$ cat config.mk
export PLATFORM = sky130hd
export DESIGN_NAME = capture_sequencer_flat
export DESIGN_NICKNAME = d
export VERILOG_FILES = /design/src/rtl/capture_sequencer_if.sv /design/src/rtl/capture_sequencer.sv /design/src/flat_wrapper.sv
export SDC_FILE = /design/constraint.sdc
export NUM_CORES = 1
export LEC_CHECK = 0
export CORE_MARGIN = 5
export CORE_UTILIZATION = 53
export DETAILED_ROUTE_END_ITERATION = 6
export PLACE_DENSITY = 0.83
export RECOVER_POWER = 100
export SLEW_MARGIN = 15
export SYNTH_ARGS = -nofsm -noshare
export SYNTH_HDL_FRONTEND = slang
export SYNTH_SLANG_ARGS = --single-unit
$ cat constraint.sdc
create_clock -name i_clk -period 7.89 [get_ports i_clk]
set_input_delay 2.367 -clock i_clk [delete_from_list [all_inputs] [get_ports i_clk]]
set_output_delay 2.367 -clock i_clk [all_outputs]
set_load 0.01 [all_outputs]
$ cat src/rtl/capture_sequencer_if.sv
// -----------------------------------------------------------------------------
// capture_sequencer_if
//   Bundles the host-register and capture-engine signals seen by the capture
//   run-control sequencer. Signal names carry the i_/o_ prefix from the
//   sequencer's point of view.
//
//   Host side   : i_arm, i_abort, i_trig_mask, i_trig_value, i_trig_edge,
//                 i_post_count -> sequencer
//                 o_busy, o_triggered, o_done, o_aborted, o_no_trig,
//                 o_trig_addr, o_state <- sequencer
//   Engine side : i_datain (raw async samples), i_cap_we, i_cap_addr,
//                 i_cap_full -> sequencer
//                 o_cap_start, o_cap_stop <- sequencer
//
//   modport master : the host/engine side that drives the sequencer inputs
//   modport slave  : the sequencer itself
// -----------------------------------------------------------------------------
interface capture_sequencer_if #(
  parameter int CNT_W  = 19,
  parameter int ADDR_W = 18
);
  logic              i_arm;
  logic              i_abort;
  logic [7:0]        i_trig_mask;
  logic [7:0]        i_trig_value;
  logic              i_trig_edge;
  logic [CNT_W-1:0]  i_post_count;
  logic [7:0]        i_datain;
  logic              i_cap_we;
  logic [ADDR_W-1:0] i_cap_addr;
  logic              i_cap_full;

  logic              o_cap_start;
  logic              o_cap_stop;
  logic              o_busy;
  logic              o_triggered;
  logic              o_done;
  logic              o_aborted;
  logic              o_no_trig;
  logic [ADDR_W-1:0] o_trig_addr;
  logic [2:0]        o_state;

  modport master (
    output i_arm, i_abort, i_trig_mask, i_trig_value, i_trig_edge,
           i_post_count, i_datain, i_cap_we, i_cap_addr, i_cap_full,
    input  o_cap_start, o_cap_stop, o_busy, o_triggered, o_done,
           o_aborted, o_no_trig, o_trig_addr, o_state
  );

  modport slave (
    input  i_arm, i_abort, i_trig_mask, i_trig_value, i_trig_edge,
           i_post_count, i_datain, i_cap_we, i_cap_addr, i_cap_full,
    output o_cap_start, o_cap_stop, o_busy, o_triggered, o_done,
           o_aborted, o_no_trig, o_trig_addr, o_state
  );
endinterface

$ cat src/rtl/capture_sequencer.sv
// -----------------------------------------------------------------------------
// capture_sequencer
//   Run-control FSM for the capture engine. Arms the engine, waits for a
//   masked level/edge trigger on the synchronised sample port, counts the
//   post-trigger BRAM writes, then stops the engine and reports completion.
//
//   Ports
//     i_clk : system clock
//     i_rst : asynchronous reset, active-high
//     bus   : capture_sequencer_if.slave (host controls/status and engine
//             start/stop, write strobe, address and full indication)
//
//   State encoding on o_state: IDLE=0 START=1 WAIT_TRIG=2 POST=3 STOP=4 DONE=5
// -----------------------------------------------------------------------------
module capture_sequencer #(
  parameter int CNT_W  = 19,
  parameter int ADDR_W = 18
) (
  input  logic                  i_clk,
  input  logic                  i_rst,
  capture_sequencer_if.slave    bus
);

  typedef enum logic [2:0] {
    S_IDLE      = 3'd0,
    S_START     = 3'd1,
    S_WAIT_TRIG = 3'd2,
    S_POST      = 3'd3,
    S_STOP      = 3'd4,
    S_DONE      = 3'd5
  } state_t;

  state_t            r_state;
  logic [7:0]        r_sync1;
  logic [7:0]        r_s;
  logic              r_match_prev;
  logic              r_aborting;
  logic [CNT_W-1:0]  r_cnt;
  logic [ADDR_W-1:0] r_trig_addr;
  logic              r_cap_start;
  logic              r_cap_stop;
  logic              r_busy;
  logic              r_triggered;
  logic              r_done;
  logic              r_aborted;
  logic              r_no_trig;

  logic              w_match;
  logic              w_fire;
  logic              w_cnt_sat;
  logic [CNT_W-1:0]  w_cnt_next;
  logic              w_post_exit;

  assign w_match = ((r_s ^ bus.i_trig_value) & bus.i_trig_mask) == 8'h00;

  // An empty mask fires unconditionally; edge mode needs the previous
  // cycle to have been a non-match.
  assign w_fire = (bus.i_trig_mask == 8'h00) |
                  (w_match & (~bus.i_trig_edge | ~r_match_prev));

  // The counter saturates instead of wrapping so a huge post_count can
  // never be skipped past.
  assign w_cnt_sat  = &r_cnt;
  assign w_cnt_next = (bus.i_cap_we && !w_cnt_sat) ? r_cnt + CNT_W'(1) : r_cnt;

  // Comparing both the current and the next count lets post_count==0 leave
  // on the first POST cycle even if a write lands in that same cycle.
  assign w_post_exit = (r_cnt == bus.i_post_count) |
                       (w_cnt_next == bus.i_post_count) |
                       bus.i_cap_full;

  // Two-flop synchroniser for the asynchronous sample port, plus the
  // previous-cycle match used for edge detection. match_prev is forced high
  // while in START so a level already present at arm time cannot look like
  // an edge on the first WAIT_TRIG cycle.
  always_ff @(posedge i_clk or posedge i_rst) begin
    if (i_rst) begin
      r_sync1      <= 8'h00;
      r_s          <= 8'h00;
      r_match_prev <= 1'b0;
    end else begin
      r_sync1      <= bus.i_datain;
      r_s          <= r_sync1;
      r_match_prev <= (r_state == S_START) ? 1'b1 : w_match;
    end
  end

  // Main run-control FSM. All outputs are registered here; start/stop
  // pulses default low and are raised on the transition into START/STOP so
  // they are high for exactly the one cycle spent in that state.
  always_ff @(posedge i_clk or posedge i_rst) begin
    if (i_rst) begin
      r_state     <= S_IDLE;
      r_aborting  <= 1'b0;
      r_cnt       <= '0;
      r_trig_addr <= '0;
      r_cap_start <= 1'b0;
      r_cap_stop  <= 1'b0;
      r_busy      <= 1'b0;
      r_triggered <= 1'b0;
      r_done      <= 1'b0;
      r_aborted   <= 1'b0;
      r_no_trig   <= 1'b0;
    end else begin
      r_cap_start <= 1'b0;
      r_cap_stop  <= 1'b0;

      case (r_state)
        S_IDLE, S_DONE: begin
          if (bus.i_abort) begin
            r_state <= S_IDLE;
            r_done  <= 1'b0;
          end else if (bus.i_arm) begin
            r_state     <= S_START;
            r_cap_start <= 1'b1;
            r_busy      <= 1'b1;
            r_triggered <= 1'b0;
            r_done      <= 1'b0;
            r_aborted   <= 1'b0;
            r_no_trig   <= 1'b0;
            r_aborting  <= 1'b0;
            r_cnt       <= '0;
            r_trig_addr <= '0;
          end
        end

        S_START: begin
          if (bus.i_abort) begin
            r_state    <= S_STOP;
            r_cap_stop <= 1'b1;
            r_aborted  <= 1'b1;
            r_aborting <= 1'b1;
          end else begin
            r_state <= S_WAIT_TRIG;
          end
        end

        // Trigger beats buffer-full when both happen in the same cycle.
        S_WAIT_TRIG: begin
          if (bus.i_abort) begin
            r_state    <= S_STOP;
            r_cap_stop <= 1'b1;
            r_aborted  <= 1'b1;
            r_aborting <= 1'b1;
          end else if (w_fire) begin
            r_state     <= S_POST;
            r_triggered <= 1'b1;
            r_trig_addr <= bus.i_cap_addr;
          end else if (bus.i_cap_full) begin
            r_state    <= S_STOP;
            r_cap_stop <= 1'b1;
            r_no_trig  <= 1'b1;
          end
        end

        S_POST: begin
          if (bus.i_abort) begin
            r_state    <= S_STOP;
            r_cap_stop <= 1'b1;
            r_aborted  <= 1'b1;
            r_aborting <= 1'b1;
          end else begin
            r_cnt <= w_cnt_next;
            if (w_post_exit) begin
              r_state    <= S_STOP;
              r_cap_stop <= 1'b1;
            end
          end
        end

        // The stop pulse always completes; an abort seen here or earlier
        // sends the FSM back to IDLE instead of DONE.
        S_STOP: begin
          r_busy <= 1'b0;
          if (bus.i_abort || r_aborting) begin
            r_state    <= S_IDLE;
            r_aborted  <= 1'b1;
            r_aborting <= 1'b0;
          end else begin
            r_state <= S_DONE;
            r_done  <= 1'b1;
          end
        end

        default: begin
          r_state <= S_IDLE;
          r_busy  <= 1'b0;
        end
      endcase
    end
  end

  assign bus.o_cap_start = r_cap_start;
  assign bus.o_cap_stop  = r_cap_stop;
  assign bus.o_busy      = r_busy;
  assign bus.o_triggered = r_triggered;
  assign bus.o_done      = r_done;
  assign bus.o_aborted   = r_aborted;
  assign bus.o_no_trig   = r_no_trig;
  assign bus.o_trig_addr = r_trig_addr;
  assign bus.o_state     = r_state;

endmodule

$ cat src/flat_wrapper.sv
// flat-port wrapper written by rule: the top's interface ports become plain ports
module capture_sequencer_flat 
#(
  parameter int CNT_W  = 19,
  parameter int ADDR_W = 18
)
  (i_clk, i_rst, bus_i_arm, bus_i_abort, bus_i_trig_mask, bus_i_trig_value, bus_i_trig_edge, bus_i_post_count, bus_i_datain, bus_i_cap_we, bus_i_cap_addr, bus_i_cap_full, bus_o_cap_start, bus_o_cap_stop, bus_o_busy, bus_o_triggered, bus_o_done, bus_o_aborted, bus_o_no_trig, bus_o_trig_addr, bus_o_state);
  capture_sequencer_if #(.CNT_W(CNT_W), .ADDR_W(ADDR_W)) bus_i ();
  input  logic i_clk;
  input  logic i_rst;
  input wire logic [$bits(bus_i.i_arm)-1:0] bus_i_arm;
  input wire logic [$bits(bus_i.i_abort)-1:0] bus_i_abort;
  input wire logic [$bits(bus_i.i_trig_mask)-1:0] bus_i_trig_mask;
  input wire logic [$bits(bus_i.i_trig_value)-1:0] bus_i_trig_value;
  input wire logic [$bits(bus_i.i_trig_edge)-1:0] bus_i_trig_edge;
  input wire logic [$bits(bus_i.i_post_count)-1:0] bus_i_post_count;
  input wire logic [$bits(bus_i.i_datain)-1:0] bus_i_datain;
  input wire logic [$bits(bus_i.i_cap_we)-1:0] bus_i_cap_we;
  input wire logic [$bits(bus_i.i_cap_addr)-1:0] bus_i_cap_addr;
  input wire logic [$bits(bus_i.i_cap_full)-1:0] bus_i_cap_full;
  output wire logic [$bits(bus_i.o_cap_start)-1:0] bus_o_cap_start;
  output wire logic [$bits(bus_i.o_cap_stop)-1:0] bus_o_cap_stop;
  output wire logic [$bits(bus_i.o_busy)-1:0] bus_o_busy;
  output wire logic [$bits(bus_i.o_triggered)-1:0] bus_o_triggered;
  output wire logic [$bits(bus_i.o_done)-1:0] bus_o_done;
  output wire logic [$bits(bus_i.o_aborted)-1:0] bus_o_aborted;
  output wire logic [$bits(bus_i.o_no_trig)-1:0] bus_o_no_trig;
  output wire logic [$bits(bus_i.o_trig_addr)-1:0] bus_o_trig_addr;
  output wire logic [$bits(bus_i.o_state)-1:0] bus_o_state;
  assign bus_i.i_arm = bus_i_arm;
  assign bus_i.i_abort = bus_i_abort;
  assign bus_i.i_trig_mask = bus_i_trig_mask;
  assign bus_i.i_trig_value = bus_i_trig_value;
  assign bus_i.i_trig_edge = bus_i_trig_edge;
  assign bus_i.i_post_count = bus_i_post_count;
  assign bus_i.i_datain = bus_i_datain;
  assign bus_i.i_cap_we = bus_i_cap_we;
  assign bus_i.i_cap_addr = bus_i_cap_addr;
  assign bus_i.i_cap_full = bus_i_cap_full;
  assign bus_o_cap_start = bus_i.o_cap_start;
  assign bus_o_cap_stop = bus_i.o_cap_stop;
  assign bus_o_busy = bus_i.o_busy;
  assign bus_o_triggered = bus_i.o_triggered;
  assign bus_o_done = bus_i.o_done;
  assign bus_o_aborted = bus_i.o_aborted;
  assign bus_o_no_trig = bus_i.o_no_trig;
  assign bus_o_trig_addr = bus_i.o_trig_addr;
  assign bus_o_state = bus_i.o_state;
  capture_sequencer #(.CNT_W(CNT_W), .ADDR_W(ADDR_W)) u_core (.i_clk(i_clk), .i_rst(i_rst), .bus(bus_i));
endmodule
### Word-level counts from Yosys, hierarchy flattened

Cells that the tools add are included.

* bits in registers: 65
* input port bits: 68
* output and inout bits: 28
* word-level logic and storage cells: 116

* add/sub/neg operators: 1
* eq/ne operators: 20
* mux-type cells: 51
* bitwise operators: 10
* reductions and logical operators: 20

Operators by type and width (count)
* 19-bit 2-to-1 mux: 4
* 18-bit 2-to-1 mux: 4
* 19-bit == test: 2
* 19-bit case mux with 2 select lines: 1
* 18-bit case mux with 2 select lines: 1
* 3-bit 2-to-1 mux: 9
* 1-bit 2-to-1 mux: 24
* 19-bit by 1-bit adder with 19-bit output, second input constant: 1
* 19-bit AND reduction: 1
* 8-bit logical NOT: 2
* 3-bit case mux with 5 select lines: 1
* 2-bit inequality test, second input constant: 7
* 5-bit AND reduction: 2
* 1-bit case mux with 3 select lines: 3
* 3-bit AND reduction: 3
* 8-bit bitwise AND: 1
* 1-bit case mux with 2 select lines: 4
* 8-bit bitwise XOR: 1
* 3-bit by 2-bit == test with 1-bit output, second input constant: 2
* 3-bit == test, second input constant: 2
* 2-bit by 1-bit inequality test with 1-bit output, second input constant: 3
* 6-bit AND reduction: 1
* 2-bit nonzero test: 3
* 4-bit by 3-bit inequality test with 1-bit output, second input constant: 1
* other kinds (14): 19

### Depth between registers and ports, before layout

* depth in word-level cells: 10
* gate-level depth with buffers: 11
* depth with buffers taken out: 9

### Least setup slack after synthesis

No wires, ideal clock.

* kind: input to register
* start: input port bus_i_post_count[12]
* end: register u_core.r_state[2], in the netlist u_core.bus.o_state[2]
* setup time: 0.125 ns
* arrival: 4.199 ns
* data required time: 7.765 ns
* slack: 3.566 ns
* stages: 8
* buffers on the path: 0
* cell sequence: xor2_1 or3_1 a2111oi_0 nor2_1 o31a_1 nor4_2 o31a_2 mux2_4

* cells in the longest elaborated chain, start to end: 5
* elaborated cells on any way between the ends: 6
* those cells by class: 3 x eq/ne; 2 x bitwise; 1 x reduce/logical

RTL lines
* start, declared: RTL line flat_wrapper.sv:16 `input wire logic [$bits(bus_i.i_post_count)-1:0] bus_i_post_count;`
* 19-bit == test (on tied branches): RTL line capture_sequencer.sv:68, capture_sequencer.sv:69
* 1-bit bitwise OR (*): RTL line capture_sequencer.sv:68 `assign w_post_exit = (r_cnt == bus.i_post_count) |`
* 1-bit bitwise OR (*): RTL line capture_sequencer.sv:69 `(w_cnt_next == bus.i_post_count) |`
* 3-bit by 2-bit inequality test with 1-bit output (no line) (*)
* 3-bit AND reduction (no line) (*)
* end signal, assigned: RTL line capture_sequencer.sv:93 `r_state <= S_IDLE;`
* end signal, assigned: RTL line capture_sequencer.sv:111 `r_state <= S_IDLE;`
* end signal, assigned: RTL line capture_sequencer.sv:114 `r_state <= S_START;`
* end, declared: RTL line capture_sequencer.sv:33 `state_t r_state;`

Mark *: on every way between the ends. The rest lies on a longest branch, timed or not.
A chain may end at the register's enable or synchronous reset.

### Worst setup path after layout

* start: input port bus_i_cap_we
* end: register u_core.r_state[2], in the netlist u_core.bus.o_state[2]

* cells in the longest elaborated chain, start to end: 7

RTL lines
* start, declared: RTL line flat_wrapper.sv:18 `input wire logic [$bits(bus_i.i_cap_we)-1:0] bus_i_cap_we;`
* 1-bit logical AND: RTL line capture_sequencer.sv:64 `assign w_cnt_next = (bus.i_cap_we && !w_cnt_sat) ? r_cnt + CNT_W'(1) : r_cnt;`
* 19-bit 2-to-1 mux: RTL line capture_sequencer.sv:64
* 19-bit == test: RTL line capture_sequencer.sv:69
* 1-bit bitwise OR: RTL line capture_sequencer.sv:68
* 1-bit bitwise OR: RTL line capture_sequencer.sv:69
* 3-bit by 2-bit inequality test with 1-bit output (no line)
* 3-bit AND reduction (no line)

Every way passes these cells.

==> results.cfg <==
[timing]
timing.final.max_slew_violations = 0
period_share_pct = 65.7
hold-worst-slack_ps = 349
setup_viol = 0
worst_case_setup_margin_in_the_final_layout_ps = 2700
relSlewSlack_pct = 15.3
worst_slew_pin_slew_ps = 1270
clock.fmax_mhz = 193
final.setup.tns_ps = 0
worst_clock_skew_ps = 9.40
hold_violations = 0
post-route-min-period_ps = 5190
grt_setup_unrepaired = no

[synth]
synth.lib_cells_used.distinct = 70
synth_top_cell_by_area = sky130_fd_sc_hd__dfrtp_1
synthesized_area_divided_by_synthesized_cell_count_sq_um = 9.98
synth-edff-count = 0
syn-cell-area_sq_um = 3770
syn_warnings = 0
synth_most_common_cell = sky130_fd_sc_hd__dfrtp_1
seq_area_frac_synth_pct = 43.1
synth.area.top_cells = sky130_fd_sc_hd__dfrtp_1, sky130_fd_sc_hd__a22o_1, sky130_fd_sc_hd__xnor2_1
syn_inst = 378
yosys_register_bits = 65
post-synth-top-area-fraction_pct = 43.1
ys_dominant_reg_cell = sky130_fd_sc_hd__dfrtp_1
synth_nets = 447
synth.top_cells.by_count = sky130_fd_sc_hd__dfrtp_1, sky130_fd_sc_hd__nand2_1, sky130_fd_sc_hd__a22o_1
asyncSetResetFlopFracSynth_pct = 100

[placed_design]
detailed_place_hpwl_um = 7130
port_buffers = 95
finalWeightedCongestion = 0.910
place_worst_setup_slack_ps = 2800
detailed_place.area_sq_um = 4720

[detailed_routing]
drc_errors = 0
drt-total-wl_um = 9960
detail-route-antenna-nets = 0
total_number_of_vias = 3342
first_pass_iters = 5
detailed_route_iter0_violations = 287
detail_route.vias_per_cell = 5.93
route.detailed.wl_per_inst_um = 17.7

[cts]
cts_root_buffer = sky130_fd_sc_hd__clkbuf_8
numClockSinks = 65
cts_hold_buffers = 0
clk_latency_ps = 350
post_cts.resized_instances = 0
clkTransAtPathRegs_ps = 80
htree_levels = 3
cts_tree = done
post_cts_buffers = 0
cts_inserted_buffers = 9
ctsLongestPathBuffers = 2

[global_routing]
largest_net_degree_at_the_start_of_global_routing = 66
grt_util_all_layers_pct = 23.0
overflow = 0
grt_pass1_vias = 3357
grt_antenna_before_repair = 0
grt_first_pass_wirelength_um = 16100

[cells_and_area]
seqCellArea_sq_um = 1630
filler_cell_count = 523
multi_input_area_sq_um = 1940
final_cell_area_sq_um = 4890
num_antenna_cells = 0
final_net_count = 532
area_delta_synth_final_pct = 29.7
final_layout_size_suffix_gt1_share_pct = 8.33

[pwr]
portion_of_total_power_attributed_to_the_clock_network_pct = 30.1
vdd_ir_drop_max_uv = 106
power_density_nw_per_um2 = 201
cellInternalPower_uw = 656
power.switching_fraction_pct = 33.1
power.static_leakage_nw = 2.10
p_sw_uw = 325
power.share.combinational_pct = 28.0
pwr-share-seq_pct = 41.9
total_power_uw = 982

[floorplanning]
dieArea_sq_um = 8900
die_y_um = 94.4
ios = 96
initial_core_util_pct = 54.9
fp.coreArea_sq_um = 6870
dieWidth_um = 94.4
num_rows = 30

[critical_path]
criticalPathCategory = in -> reg
worst-path-buf-inv = 1
slowest_stage = sky130_fd_sc_hd__dlygate4sd3_1
crit_path_end_kind = register
worstPathCellList = dlygate4sd3_1 > nand4_1 > a21o_1 > a2111oi_0 > o22ai_2 > nor4_1 > o31a_2 > mux2_1
critPathArrivalTime_ps = 5410
required_time_of_the_critical_path_ps = 8120
worst_path_largest_cell_delay_ps = 790
cpLargestDelayFamily = compound AO/OA/AOI/OAI gates
startpoint_type = primary input
worst-path-max-fanout = 10

[worst_hold_path]
holdCritPathClass = reg -> reg

[status]
outcome = completed

[job]
maxCapViolCount = 0
## layer usage
layer,global-route usage (%),vias up,wire length (um)
met5,0,-,0
met4,8.66,0,179
met3,4.86,22,773
met2,36.6,163,4770
met1,31.1,1594,4240
li1,-,1563,-
## worst reg2reg max path, cell delays in order (launching register included)
cell                        delay (ps)
sky130_fd_sc_hd__dfrtp_1           480
sky130_fd_sc_hd__ha_1              270
sky130_fd_sc_hd__and3_1            300
sky130_fd_sc_hd__and2_4            250
sky130_fd_sc_hd__a21o_1            160
sky130_fd_sc_hd__a2111oi_0         440
sky130_fd_sc_hd__o22ai_2           140
sky130_fd_sc_hd__nor4_1            550
sky130_fd_sc_hd__o31a_2            250
sky130_fd_sc_hd__mux2_1            330
## kinds of logic (layout without fill, tap and decap cells)
family | Yosys count | after routing | synth area share (%)
AOI/OAI and AO/OA | 99 | 99 | 20.3
xor gates and xnor gates | 34 | 34 | 7.89
adders and majority gates | 2 | 2 | 0.597
buffers and inverters | 34 | 124 | 4.81
DFF | 65 | 65 | 43.1
muxes | 11 | 11 | 3.08
and+or+nand+nor | 133 | 133 | 20.2
## path summary, 6_finish.rpt
kind	start	slack, ps	depth (start not counted)	endpoint
max in group asynchronous	i_rst	4660	3	u_core.bus.o_busy
worst max register to register	u_core.r_cnt[0]	4580	9	u_core.bus.o_state[2]
worst min register to register	u_core.r_sync1[5]	350	0	u_core.r_s[5]
min in group asynchronous	i_rst	2700	3	u_core.r_cnt[3]
worst min-delay path	u_core.r_sync1[5]	350	0	u_core.r_s[5]
worst max-delay path	bus_i_cap_we	2700	8	u_core.bus.o_state[2]
## cell usage in the layout, fill, tap and decap left out, types with 9 or more instances in the layout
| cell type | count |
|---|---|
| sky130_fd_sc_hd__and3_1 | 10 |
| sky130_fd_sc_hd__xor2_1 | 17 |
| sky130_fd_sc_hd__a22o_1 | 18 |
| sky130_fd_sc_hd__a21oi_1 | 10 |
| sky130_fd_sc_hd__nand3_1 | 16 |
| sky130_fd_sc_hd__mux2i_1 | 9 |
| sky130_fd_sc_hd__o21ai_0 | 16 |
| sky130_fd_sc_hd__dfrtp_1 | 65 |
| sky130_fd_sc_hd__inv_1 | 9 |
| sky130_fd_sc_hd__dlygate4sd3_1 | 40 |
| sky130_fd_sc_hd__nor2_1 | 17 |
| sky130_fd_sc_hd__xnor2_1 | 17 |
| sky130_fd_sc_hd__nand2_1 | 39 |
| sky130_fd_sc_hd__clkdlybuf4s50_1 | 55 |
| sky130_fd_sc_hd__clkbuf_8 | 10 |
## per-stage QoR
stage               instances  utilization (%)
CTS                       564             71.7
global placement          548             68.7
detailed placement        548             68.7
global route              564             71.2
floorplan                 378                -
finish                    564             71.2
## sequential cells by signal, indices dropped and copies added (netlist names)
name	cells
u_core.bus.o_no_trig	1
u_core.bus.o_trig_addr	18
u_core.bus.o_busy	1
u_core.r_cnt	19
u_core.bus.o_done	1
u_core.bus.o_aborted	1
u_core.r_aborting	1
u_core.r_sync1	8
u_core.bus.o_state	3
u_core.r_s	8
u_core.r_match_prev	1
u_core.bus.o_cap_start	1
u_core.bus.o_cap_stop	1
u_core.bus.o_triggered	1
## power by group through the flow
| stage | clock network (mW) | registers (mW) | logic, mW |
|---|---|---|---|
| floorplan | 0 | 0.406 | 0.169 |
| global placement | 0 | 0.417 | 0.282 |
| detailed placement | 0 | 0.417 | 0.288 |
| CTS | 0.299 | 0.412 | 0.291 |
| global route | 0.313 | 0.418 | 0.301 |
| finish | 0.295 | 0.412 | 0.275 |
## cell type report
| cell class | count | share of cell area (%) |
|---|---|---|
| Multi-Input combinational cell | 279 | 39.6 |
| Sequential cell | 65 | 33.2 |
| Timing Repair Buffer | 98 | 19.8 |
| Clock buffer | 10 | 2.81 |
| Tap cell | 96 | 2.46 |
| Clock inverter | 6 | 1.33 |
| Inverter | 10 | 0.767 |
(Power assumes the default switching activity.)
